### src/rtl/hwf_kernel_stream_pkg.sv
// Shared types and constants for the shift-add exponential kernel engine.
package hwf_pkg;

  typedef enum logic [2:0] {
    ST_IDLE,
    ST_ACCUM,
    ST_SCALE,
    ST_RANGE,
    ST_ITER,
    ST_DONE
  } hwf_state_e;

  localparam int unsigned LN2_Q88 = 177;

  // round(256 * -ln(1 - 2^-i)); entry 0 is never addressed
  localparam logic [15:0] LOG_LUT_Q88 [0:15] = '{
    16'd0,   16'd177, 16'd74, 16'd34, 16'd17, 16'd8, 16'd4, 16'd2,
    16'd1,   16'd1,   16'd0,  16'd0,  16'd0,  16'd0, 16'd0, 16'd0
  };

  function automatic int unsigned acc_width(input int unsigned xlen,
                                            input int unsigned npix,
                                            input bit          l2);
    return l2 ? (2 * xlen + $clog2(npix)) : (xlen + $clog2(npix));
  endfunction

endpackage

### src/rtl/hwf_kernel_stream_if.sv
// Handshake bundle for hwf_kernel_stream: start/Bi command, pixel stream in, result stream out.
interface hwf_kernel_stream_if #(
  parameter int XLEN_PIXEL = 8,
  parameter int LANES      = 4
);
  logic                          start;
  logic [2*XLEN_PIXEL-1:0]       Bi;
  logic                          in_valid;
  logic                          in_ready;
  logic [LANES*XLEN_PIXEL-1:0]   x_test;
  logic [LANES*XLEN_PIXEL-1:0]   x_sv;
  logic                          out_valid;
  logic                          out_ready;
  logic [2*XLEN_PIXEL-1:0]       hwf_out;
  logic                          busy;

  modport master (
    output start, Bi, in_valid, x_test, x_sv, out_ready,
    input  in_ready, out_valid, hwf_out, busy
  );

  modport slave (
    input  start, Bi, in_valid, x_test, x_sv, out_ready,
    output in_ready, out_valid, hwf_out, busy
  );
endinterface

### src/rtl/hwf_kernel_stream_log_lut.sv
// Combinational ROM: iteration index i -> L[i] = -ln(1 - 2^-i) in Q8.8.
module hwf_log_lut
  import hwf_pkg::*;
#(
  parameter int W = 16
) (
  input  logic [3:0]   idx_i,
  output logic [W-1:0] l_o
);
  always_comb l_o = W'(LOG_LUT_Q88[idx_i]);
endmodule

### src/rtl/hwf_kernel_stream.sv
// Kernel engine K = Bi * exp(-gamma * dist), multiplier-free exponential.
// Define HWF_L2_NORM_EN for squared-L2 distance (RBF); default is L1 (Laplacian).
module hwf_kernel_stream
  import hwf_pkg::*;
#(
  parameter int XLEN_PIXEL    = 8,
  parameter int NUM_OF_PIXELS = 784,
  parameter int LANES         = 4,
  parameter int ITERATOR      = 8,
  parameter int GAMMA_SHIFT   = 4
) (
  input logic               clk,
  input logic               rst,
  hwf_kernel_stream_if.slave bus
);
`ifdef HWF_L2_NORM_EN
  localparam bit L2_EN = 1'b1;
`else
  localparam bit L2_EN = 1'b0;
`endif
  localparam int ACC_W  = acc_width(XLEN_PIXEL, NUM_OF_PIXELS, L2_EN);
  localparam int RW     = 2 * XLEN_PIXEL;
  localparam int BEATS  = NUM_OF_PIXELS / LANES;
  localparam int BEAT_W = $clog2(BEATS + 1);
  localparam int N_W    = $clog2(RW + 1);

  localparam logic [RW-1:0]     LN2       = RW'(LN2_Q88);
  localparam logic [N_W-1:0]    N_MAX     = N_W'(RW);
  localparam logic [BEAT_W-1:0] BEAT_LAST = BEAT_W'(BEATS - 1);
  localparam logic [3:0]        ITER_LAST = 4'(ITERATOR);

  hwf_state_e          state_q, state_d;
  logic [ACC_W-1:0]    acc_q, acc_d;
  logic [BEAT_W-1:0]   beat_q, beat_d;
  logic [RW-1:0]       e_q, e_d;
  logic [RW-1:0]       b_q, b_d;
  logic [N_W-1:0]      n_q, n_d;
  logic [3:0]          i_q, i_d;
  logic [RW-1:0]       hwf_out_q, hwf_out_d;

  logic [ACC_W-1:0]            lane_term [LANES];
  logic [ACC_W-1:0]            beat_sum;
  logic [ACC_W+XLEN_PIXEL-1:0] e_wide;
  logic [RW-1:0]               e_sat;
  logic [RW-1:0]               lut_l;

  for (genvar gi = 0; gi < LANES; gi++) begin : g_lane
    logic [XLEN_PIXEL-1:0] pix_sv, pix_test, diff;
    assign pix_sv   = bus.x_sv[gi*XLEN_PIXEL +: XLEN_PIXEL];
    assign pix_test = bus.x_test[gi*XLEN_PIXEL +: XLEN_PIXEL];
    assign diff     = (pix_sv >= pix_test) ? (pix_sv - pix_test) : (pix_test - pix_sv);
`ifdef HWF_L2_NORM_EN
    logic [2*XLEN_PIXEL-1:0] sq;
    assign sq            = {{XLEN_PIXEL{1'b0}}, diff} * {{XLEN_PIXEL{1'b0}}, diff};
    assign lane_term[gi] = ACC_W'(sq);
`else
    assign lane_term[gi] = ACC_W'(diff);
`endif
  end

  always_comb begin
    beat_sum = '0;
    for (int l = 0; l < LANES; l++) beat_sum = beat_sum + lane_term[l];
  end

  // Distance to Q8.8, scaled by gamma = 2^-GAMMA_SHIFT, clamped to the E range
  assign e_wide = {acc_q, {XLEN_PIXEL{1'b0}}} >> GAMMA_SHIFT;
  assign e_sat  = ((e_wide >> RW) != '0) ? '1 : e_wide[RW-1:0];

  hwf_log_lut #(.W(RW)) u_lut (
    .idx_i (i_q),
    .l_o   (lut_l)
  );

  always_comb begin
    state_d   = state_q;
    acc_d     = acc_q;
    beat_d    = beat_q;
    e_d       = e_q;
    b_d       = b_q;
    n_d       = n_q;
    i_d       = i_q;
    hwf_out_d = hwf_out_q;
    case (state_q)
      ST_IDLE: begin
        if (bus.start) begin
          b_d     = bus.Bi;
          acc_d   = '0;
          beat_d  = '0;
          e_d     = '0;
          n_d     = '0;
          state_d = ST_ACCUM;
        end
      end
      ST_ACCUM: begin
        if (bus.in_valid) begin
          acc_d  = acc_q + beat_sum;
          beat_d = beat_q + 1'b1;
          if (beat_q == BEAT_LAST) state_d = ST_SCALE;
        end
      end
      ST_SCALE: begin
        e_d     = e_sat;
        state_d = ST_RANGE;
      end
      ST_RANGE: begin
        // Pull out whole ln2 multiples as right shifts; 2*XLEN halvings empties B
        if (e_q >= LN2 && n_q < N_MAX) begin
          e_d = e_q - LN2;
          b_d = b_q >> 1;
          n_d = n_q + 1'b1;
        end else if (n_q == N_MAX) begin
          b_d       = '0;
          hwf_out_d = '0;
          state_d   = ST_DONE;
        end else if (ITERATOR == 0) begin
          hwf_out_d = b_q;
          state_d   = ST_DONE;
        end else begin
          i_d     = 4'd1;
          state_d = ST_ITER;
        end
      end
      ST_ITER: begin
        if (e_q >= lut_l) begin
          e_d = e_q - lut_l;
          b_d = b_q - (b_q >> i_q);
        end
        i_d = i_q + 1'b1;
        if (i_q == ITER_LAST) begin
          hwf_out_d = b_d;
          state_d   = ST_DONE;
        end
      end
      ST_DONE: begin
        if (bus.out_ready) state_d = ST_IDLE;
      end
      default: state_d = ST_IDLE;
    endcase
  end

  always_ff @(posedge clk or posedge rst) begin
    if (rst) begin
      state_q   <= ST_IDLE;
      acc_q     <= '0;
      beat_q    <= '0;
      e_q       <= '0;
      b_q       <= '0;
      n_q       <= '0;
      i_q       <= '0;
      hwf_out_q <= '0;
    end else begin
      state_q   <= state_d;
      acc_q     <= acc_d;
      beat_q    <= beat_d;
      e_q       <= e_d;
      b_q       <= b_d;
      n_q       <= n_d;
      i_q       <= i_d;
      hwf_out_q <= hwf_out_d;
    end
  end

  assign bus.in_ready  = (state_q == ST_ACCUM);
  assign bus.out_valid = (state_q == ST_DONE);
  assign bus.busy      = (state_q != ST_IDLE);
  assign bus.hwf_out   = hwf_out_q;

endmodule

### src/flat_wrapper.sv
// flat-port wrapper written by rule: the top's interface ports become plain ports
module hwf_kernel_stream_flat import hwf_pkg::*;
#(
  parameter int XLEN_PIXEL    = 8,
  parameter int NUM_OF_PIXELS = 784,
  parameter int LANES         = 4,
  parameter int ITERATOR      = 8,
  parameter int GAMMA_SHIFT   = 4
)
  (clk, rst, bus_start, bus_Bi, bus_in_valid, bus_x_test, bus_x_sv, bus_out_ready, bus_in_ready, bus_out_valid, bus_hwf_out, bus_busy);
  hwf_kernel_stream_if #(.XLEN_PIXEL(XLEN_PIXEL), .LANES(LANES)) bus_i ();
  input logic clk;
  input logic rst;
  input wire logic [$bits(bus_i.start)-1:0] bus_start;
  input wire logic [$bits(bus_i.Bi)-1:0] bus_Bi;
  input wire logic [$bits(bus_i.in_valid)-1:0] bus_in_valid;
  input wire logic [$bits(bus_i.x_test)-1:0] bus_x_test;
  input wire logic [$bits(bus_i.x_sv)-1:0] bus_x_sv;
  input wire logic [$bits(bus_i.out_ready)-1:0] bus_out_ready;
  output wire logic [$bits(bus_i.in_ready)-1:0] bus_in_ready;
  output wire logic [$bits(bus_i.out_valid)-1:0] bus_out_valid;
  output wire logic [$bits(bus_i.hwf_out)-1:0] bus_hwf_out;
  output wire logic [$bits(bus_i.busy)-1:0] bus_busy;
  assign bus_i.start = bus_start;
  assign bus_i.Bi = bus_Bi;
  assign bus_i.in_valid = bus_in_valid;
  assign bus_i.x_test = bus_x_test;
  assign bus_i.x_sv = bus_x_sv;
  assign bus_i.out_ready = bus_out_ready;
  assign bus_in_ready = bus_i.in_ready;
  assign bus_out_valid = bus_i.out_valid;
  assign bus_hwf_out = bus_i.hwf_out;
  assign bus_busy = bus_i.busy;
  hwf_kernel_stream #(.XLEN_PIXEL(XLEN_PIXEL), .NUM_OF_PIXELS(NUM_OF_PIXELS), .LANES(LANES), .ITERATOR(ITERATOR), .GAMMA_SHIFT(GAMMA_SHIFT)) u_core (.clk(clk), .rst(rst), .bus(bus_i));
endmodule
### config.mk
export PLATFORM = sky130hd
export DESIGN_NAME = hwf_kernel_stream_flat
export DESIGN_NICKNAME = d
export VERILOG_FILES = /design/src/rtl/hwf_kernel_stream_pkg.sv /design/src/rtl/hwf_kernel_stream_if.sv /design/src/rtl/hwf_kernel_stream_log_lut.sv /design/src/rtl/hwf_kernel_stream.sv /design/src/flat_wrapper.sv
export SDC_FILE = /design/constraint.sdc
export NUM_CORES = 1
export LEC_CHECK = 0
export ABC_CLOCK_PERIOD_IN_PS = 4600
export CORE_MARGIN = 2
export CORE_UTILIZATION = 40
export CTS_BUF_LIST = sky130_fd_sc_hd__clkbuf_16
export CTS_CLUSTER_DIAMETER = 60
export DETAILED_ROUTE_END_ITERATION = 12
export MAX_ROUTING_LAYER = met4
export PLACE_DENSITY = 0.63
export REMOVE_ABC_BUFFERS = 1
export SYNTH_ARGS = -nofsm -noshare
export SYNTH_HDL_FRONTEND = slang
export SYNTH_SLANG_ARGS = --single-unit
### constraint.sdc
create_clock -name clk -period 4.6 [get_ports clk]
set_input_delay 1.38 -clock clk [delete_from_list [all_inputs] [get_ports clk]]
set_output_delay 1.38 -clock clk [all_outputs]
set_load 0.01 [all_outputs]
## After elaboration in Yosys (flattened, before gate mapping)

Memories as Yosys holds them, arrays and structs flattened.
Index checks and enable logic that the tools add are counted.

| operators by class | value |
|---|---|
| $add $sub $neg | 18 |
| $lt $le $gt $ge | 8 |
| equality and inequality tests | 19 |
| shift-type cells | 1 |
| multiplexer cells | 39 |
| bitwise gates (word level) | 1 |
| reductions and logical operators | 16 |

Operators by type and width:

| kind | count |
|---|---|
| two-way mux 16 bit | 12 |
| case mux 16 bit (4 select lines) | 1 |
| subtractor 8 bit | 8 |
| two-way mux 8 bit | 6 |
| case mux 16 bit (3 select lines) | 1 |
| adder 18 x 8 -> 18 bit | 2 |
| two-way mux 18 bit | 2 |
| case mux 18 bit (2 select lines) | 1 |
| greater-or-equal comparator 8 bit | 4 |
| case mux 16 bit (2 select lines) | 1 |
| subtractor 16 bit | 2 |
| nonzero test 26 bit | 1 |
| adder 18 bit | 1 |
| two-way mux 3 bit | 6 |
| case mux 3 bit (6 select lines) | 1 |
| greater-or-equal comparator 16 bit | 1 |
| greater-or-equal comparator 16 x 8 -> 1 bit, second input constant | 1 |
| case mux 8 bit (2 select lines) | 1 |
| right shift 16 x 4 -> 16 bit | 1 |
| subtractor 16 x 8 -> 16 bit, second input constant | 1 |
| AND reduction 3 bit | 4 |
| two-way mux 5 bit | 2 |
| != test 2 x 1 -> 1 bit, second input constant | 5 |
| != test 2 bit, second input constant | 5 |
| 25 further kinds | 32 |

| storage, ports and cells | value |
|---|---|
| register bits after elaboration | 86 |
| memory bits (read-only) | 256 |
| input bits | 85 |
| output and inout port bits | 19 |
| word-level logic and storage cells | 111 |
| memories kept | 1 |

Memories:

| memory | depth | width | read ports | clocked after Yosys merged registers in | write ports | RTL line | text |
|---|---|---|---|---|---|---|---|
| (no name shown) | 16 | 16 | 1 | 0 | 0 | hwf_kernel_stream_log_lut.sv:10 | `always_comb l_o = W'(LOG_LUT_Q88[idx_i]);` |

## Depth between registers and ports, before layout

Gate-level depths: netlist of the first run.

| depth | value |
|---|---|
| depth in word-level cells | 8 |
| gate-level depth with buffers | 28 |
| depth with buffers taken out | 28 |

## Hierarchy

From an unflattened synthesis of the first run, not the netlist that was laid out.

| second synthesis, totals | value |
|---|---|
| cells, all modules | 1282 |
| area total of the unflattened synthesis | 10423.7 um^2 |

Modules (own cells, without submodules):

| module | times used | cells each | area an instance (um^2) | sequential area each (um^2) |
|---|---|---|---|---|
| hwf_kernel_stream | 1 | 1257 | 10226.1 | 2152.1 |
| hwf_log_lut | 1 | 25 | 197.7 | 0.0 |

## Least setup slack after synthesis of the first run

Ideal clock, no wire load.

| timing | value |
|---|---|
| kind | input port to flip-flop |
| start | input port bus_x_sv[0] |
| end | register u_core.acc_q[15] |
| setup time | 0.078 ns |
| data arrival time | 6.851 ns |
| data required time | 4.522 ns |
| path slack | -2.329 ns |
| stages on the path | 26 |
| path buffers | 0 |
| cells stage by stage | inv_1 > ha_1 > inv_1 > fa_1 > a21o_1 > a21oi_1 > a21o_1 > o21ai_2 > mux2_2 > ha_1 > a21o_1 > a21oi_1 > o21bai_1 > a21oi_1 > o21bai_1 > a21oi_1 > xor2_1 > fa_1 > fa_1 > inv_1 > ha_1 > nand2_1 > o21ai_0 > a211oi_1 > or4_1 > a21oi_1 |

| between the ends | value |
|---|---|
| word-level cells in the longest chain between the ends | 8 |
| elaborated cells on any way between the ends | 10 |
| classes of those cells | 6 x add/sub; 1 x order compare; 3 x mux |

RTL lines:

| what | RTL line | text |
|---|---|---|
| start: declaration | flat_wrapper.sv:18 | `input wire logic [$bits(bus_i.x_sv)-1:0] bus_x_sv;` |
| subtractor 8 bit or greater-or-equal comparator 8 bit (tied branches) | hwf_kernel_stream.sv:51 | `assign diff = (pix_sv >= pix_test) ? (pix_sv - pix_test) : (pix_test - pix_sv);` |
| two-way mux 8 bit (*) | hwf_kernel_stream.sv:51 |  |
| adder 8 x 8 -> 9 bit (*) | hwf_kernel_stream.sv:63 | `for (int l = 0; l < LANES; l++) beat_sum = beat_sum + lane_term[l];` |
| adder 18 x 8 -> 18 bit (*) (2 in series) | hwf_kernel_stream.sv:63 |  |
| adder 18 bit (*) | hwf_kernel_stream.sv:97 | `acc_d = acc_q + beat_sum;` |
| two-way mux 18 bit (*) | hwf_kernel_stream.sv:96 | `if (bus.in_valid) begin` |
| case mux 18 bit (2 select lines) (*) | hwf_kernel_stream.sv:84 | `case (state_q)` |
| end signal: assignment | hwf_kernel_stream.sv:145 | `acc_q <= '0;` |
| end signal: assignment | hwf_kernel_stream.sv:154 | `acc_q <= acc_d;` |
| end: declaration | hwf_kernel_stream.sv:33 | `logic [ACC_W-1:0] acc_q, acc_d;` |

Mark *: on every way between the ends. The rest lies on a longest branch, timed or not. The select of a mux whose other input is x is not followed.
A chain may end at the register's enable or synchronous reset.

## Worst setup path in the final report of the first run

| timing | value |
|---|---|
| start | input port bus_x_sv[0] |
| end | register u_core.acc_q[14] |

The elaborated chain is that of the path after synthesis.

==> summary by stage, run 1 <==
Logic synthesis
Of all cell types, the one taking the most synthesized area is sky130_fd_sc_hd__dfrtp_1. In the synthesized netlist the dominant register cell turns out to be sky130_fd_sc_hd__dfrtp_1. The netlist area before placement is 0.0102 mm^2. Ranked by total cell area, the synthesized netlist is headed by sky130_fd_sc_hd__dfrtp_1, sky130_fd_sc_hd__ha_1, sky130_fd_sc_hd__fa_1, sky130_fd_sc_hd__inv_1, sky130_fd_sc_hd__nand2_1. The fraction of post-synthesis cell area in the top cell type by area is 21.2%. The async set-or-reset flop fraction in the synthesized netlist is 100%. Sequential cells were found to cover 21.2% of the synthesized design area. Each instance of the synthesized netlist takes up on average 8.19 um^2.

The synthesis warning total is 0. Yosys instantiated no cell more often than sky130_fd_sc_hd__inv_1. In this run, synthesis produced a sequential element count of 86. Counting flops with a built-in enable in the synthesized netlist gives 0. The commonest cells after synthesis are sky130_fd_sc_hd__inv_1, sky130_fd_sc_hd__nand2_1, sky130_fd_sc_hd__ha_1. In the synthesized netlist, the number of instances is 1243. The synthesized netlist contains 83 unique library cells.

STA
Setup violations remaining at the end of the flow were counted as 17. The fmax is 156 MHz. The final worst setup slack is -1830 ps.

The worst hold slack after final layout is 474 ps. The share of the clock period used by the worst path is 140%. The max-slew violation count is 0.

The worst slew slack as a fraction of its limit is 16.2%. The time the worst path needs with I/O delays and setup is 6430 ps. The transition at the pin with the smallest max-transition slack is 1250 ps. The count of final hold-check violations came to 0. Setup repair after global routing could not meet its margin everywhere.

The sum of negative setup slack is -23840 ps. Across the routed clock network, the largest skew measured is 6.58 ps.

Drt
The number of search-and-repair iterations in the first detailed-routing pass is 5. The remaining number of nets flagged by the antenna check after routing is 0. The routed length per placed instance is 15.6 um. The via density per instance is 5.45. The total length of routed wires is 28.9 mm. Summing over every cut layer, the via total after detailed routing is 10100.

For this run, design rule violations remaining after detail routing come to 0. The DRC violation total after the first TritonRoute iteration is 544.

Placement
The weighted congestion reported at the end of routability-driven placement is 0.943. The HPWL after detailed placement is 21.7 mm. The number of buffers inserted by port buffering is 103.

Floorplan
The count of pins on the block boundary is 104. The vertical extent of the die is 163 um. The total area inside the core boundary comes to 0.0251 mm^2. The floorplan has 58 rows.

The initial core utilization is 40.5%. The floorplan step set the die width to 163 um. The floorplan step defined a die boundary enclosing 0.0267 mm^2.

Worst setup path
The endpoint required time on the critical path is 4880 ps. The maximum fanout encountered on the critical timing path is 5. The arrival time at the worst endpoint is 6700 ps.

STA classifies the critical path startpoint as an input pin. By startpoint and endpoint, the worst setup path is classified as input pin to register. STA classifies the critical path endpoint as a register.

Clock tree
The clock tree root driver cell is sky130_fd_sc_hd__clkbuf_16. The total clock sinks is 86. TritonCTS created 9 clock buffers. Buffers inserted to repair hold after CTS numbered 0. The clock insertion delay at the later pin of the skew report is 350 ps. After clock tree synthesis, the clock-pin slew on the worst setup and hold paths is 70 ps.

TritonCTS built the clock tree. The H-tree was split into 3 levels. The number of buffers on the longest clock path is 2.

Final layout
From synthesis to final layout, the design area changed by 39.6%. The number of diodes is 0. The share of layout cells above drive strength 1 is 26.4%. The final-stage net count is 1742.

GRT
The wire length of the first global-routing pass is 46.8 mm. The number of antenna violations at the first check in global routing is 0. Entering global routing, the biggest net connects 47 pins. The residual overflow from global routing is 0. The number of global-route vias before repair was 9918. The overall fraction of global-route tracks in use is 21.9%.

Run status
The flow ran to the end, but the final reports show violations. The final reports fail on negative setup slack.

Flow run
Across the run, the number of max-cap violations was 0.

Hold path
The classification of the worst-slack hold path is register to register.
cell usage in the layout (no fill, tap or decap), types with 13 or more instances in the layout:
cell type	instances
sky130_fd_sc_hd__buf_4	179
sky130_fd_sc_hd__nand2_1	125
sky130_fd_sc_hd__inv_1	108
sky130_fd_sc_hd__dfrtp_1	86
sky130_fd_sc_hd__ha_1	85
sky130_fd_sc_hd__clkdlybuf4s50_1	72
sky130_fd_sc_hd__nor2_1	71
sky130_fd_sc_hd__o21ai_0	63
sky130_fd_sc_hd__a21oi_1	61
sky130_fd_sc_hd__mux2i_1	41
sky130_fd_sc_hd__xnor2_1	28
sky130_fd_sc_hd__o21ai_1	28
sky130_fd_sc_hd__xor2_1	28
sky130_fd_sc_hd__a21o_1	26
sky130_fd_sc_hd__buf_6	25
sky130_fd_sc_hd__inv_2	24
sky130_fd_sc_hd__ha_4	23
sky130_fd_sc_hd__a22o_1	22
sky130_fd_sc_hd__fa_1	22
sky130_fd_sc_hd__nor3_1	19
sky130_fd_sc_hd__a22oi_1	18
sky130_fd_sc_hd__nand3_1	18
sky130_fd_sc_hd__a31oi_1	13
kinds of logic (layout without fill, tap and decap cells):
logic type,after synthesis,count (layout),share of synthesized area [%]
buf+inv,179,457,6.92
mux,61,61,6.32
xor+xnor,69,69,5.94
compound gates,371,371,24.4
fa+ha+maj,141,141,19.3
simple gates,336,336,15.9
flops,86,86,21.2
worst max-delay path: stages:
cell	delay, ps
sky130_fd_sc_hd__buf_8	80
sky130_fd_sc_hd__inv_4	30
sky130_fd_sc_hd__ha_4	150
sky130_fd_sc_hd__inv_2	60
sky130_fd_sc_hd__fa_2	190
sky130_fd_sc_hd__a21o_1	140
sky130_fd_sc_hd__a21oi_2	80
sky130_fd_sc_hd__a21o_4	250
sky130_fd_sc_hd__buf_6	110
sky130_fd_sc_hd__o2111a_1	230
sky130_fd_sc_hd__a311oi_2	340
sky130_fd_sc_hd__buf_4	170
sky130_fd_sc_hd__and4_4	240
sky130_fd_sc_hd__nor2_4	50
sky130_fd_sc_hd__xnor2_2	120
sky130_fd_sc_hd__ha_1	330
sky130_fd_sc_hd__buf_4	160
sky130_fd_sc_hd__a21oi_4	150
sky130_fd_sc_hd__xor2_2	150
sky130_fd_sc_hd__fa_1	450
sky130_fd_sc_hd__fa_1	510
sky130_fd_sc_hd__inv_1	80
sky130_fd_sc_hd__ha_4	280
sky130_fd_sc_hd__inv_1	60
sky130_fd_sc_hd__o21ai_2	180
sky130_fd_sc_hd__a41oi_2	180
sky130_fd_sc_hd__or3_4	400
sky130_fd_sc_hd__a21oi_2	130
registers in the layout, indices dropped and copies added, names as in the netlist:
signal,flops
u_core.beat_q,8
u_core.state_q,3
u_core.e_q,16
u_core.i_q,4
u_core.n_q,5
u_core.b_q,16
u_core.acc_q,18
u_core.bus.hwf_out,16
layer usage:
layer  up-vias  track usage (%)  share of wire [%]
met5         -                -                  0
li1       4990                -                  -
met4         0             4.94                1.7
met1      4854             26.0                 43
met2       198             39.9                 52
met3        43             2.49                3.2
layout make-up:
class | count | area, um^2
flip-flops and latches | 86 | 2150
multi-input cells | 978 | 8190
well taps | 330 | 413
inverters | 134 | 509
repair buffers | 307 | 2640
fillers | 2275 | 10900
clock inverters | 7 | 71.3
clock buffers | 9 | 225
worst paths after layout:
check	startpoint	to	slack (ps)	cells past startpoint
max in group asynchronous	rst	u_core.e_q[11]$_DFFE_PP0P_	2360	3
max reg2reg	u_core.i_q[1]$_DFFE_PP0P_	u_core.bus.hwf_out[14]$_DFFE_PP0P_	270	15
min in group asynchronous	rst	u_core.bus.hwf_out[0]$_DFFE_PP0P_	1490	2
max	bus_x_sv[0]	u_core.acc_q[14]$_DFFE_PP0P_	-1830	28
min reg2reg	u_core.bus.hwf_out[4]$_DFFE_PP0P_	u_core.bus.hwf_out[4]$_DFFE_PP0P_	470	2
min	u_core.bus.hwf_out[4]$_DFFE_PP0P_	u_core.bus.hwf_out[4]$_DFFE_PP0P_	470	2
through the flow:
| step | utilization (%) | instance area (um^2) | setup WS, ps | instances |
|---|---|---|---|---|
| after floorplan | - | 9970 | -2470 | 1198 |
| after global placement | 50.8 | 12800 | -2850 | 1806 |
| after global routing | 56.6 | 14200 | -1980 | 1851 |
| after CTS | 55.5 | 13900 | -1760 | 1843 |
| final | 56.6 | 14200 | -1830 | 1851 |
| after detailed placement | 50.8 | 12800 | -3020 | 1806 |
timing repair:
action / 4_1_cts / 5_1_grt
endpoints found under the hold margin: 0 / 0
endpoints found under the setup margin: 17 / 17
pin swaps: 104 / 48
setup buffers: 23 / 9
gates resized for setup: 196 / 71
Power of run 1 is left out: the tool's default activity adds up to more than one toggle a clock period on the data nets, which glitch-free logic cannot reach.
==> run 2: changes to the inputs <==
Settings changed: SLEW_MARGIN set to 0.
==> results of run 2 <==
Final layout, timing and power as in run 1 (identical DEF).
Power of run 2 is left out for the same reason.
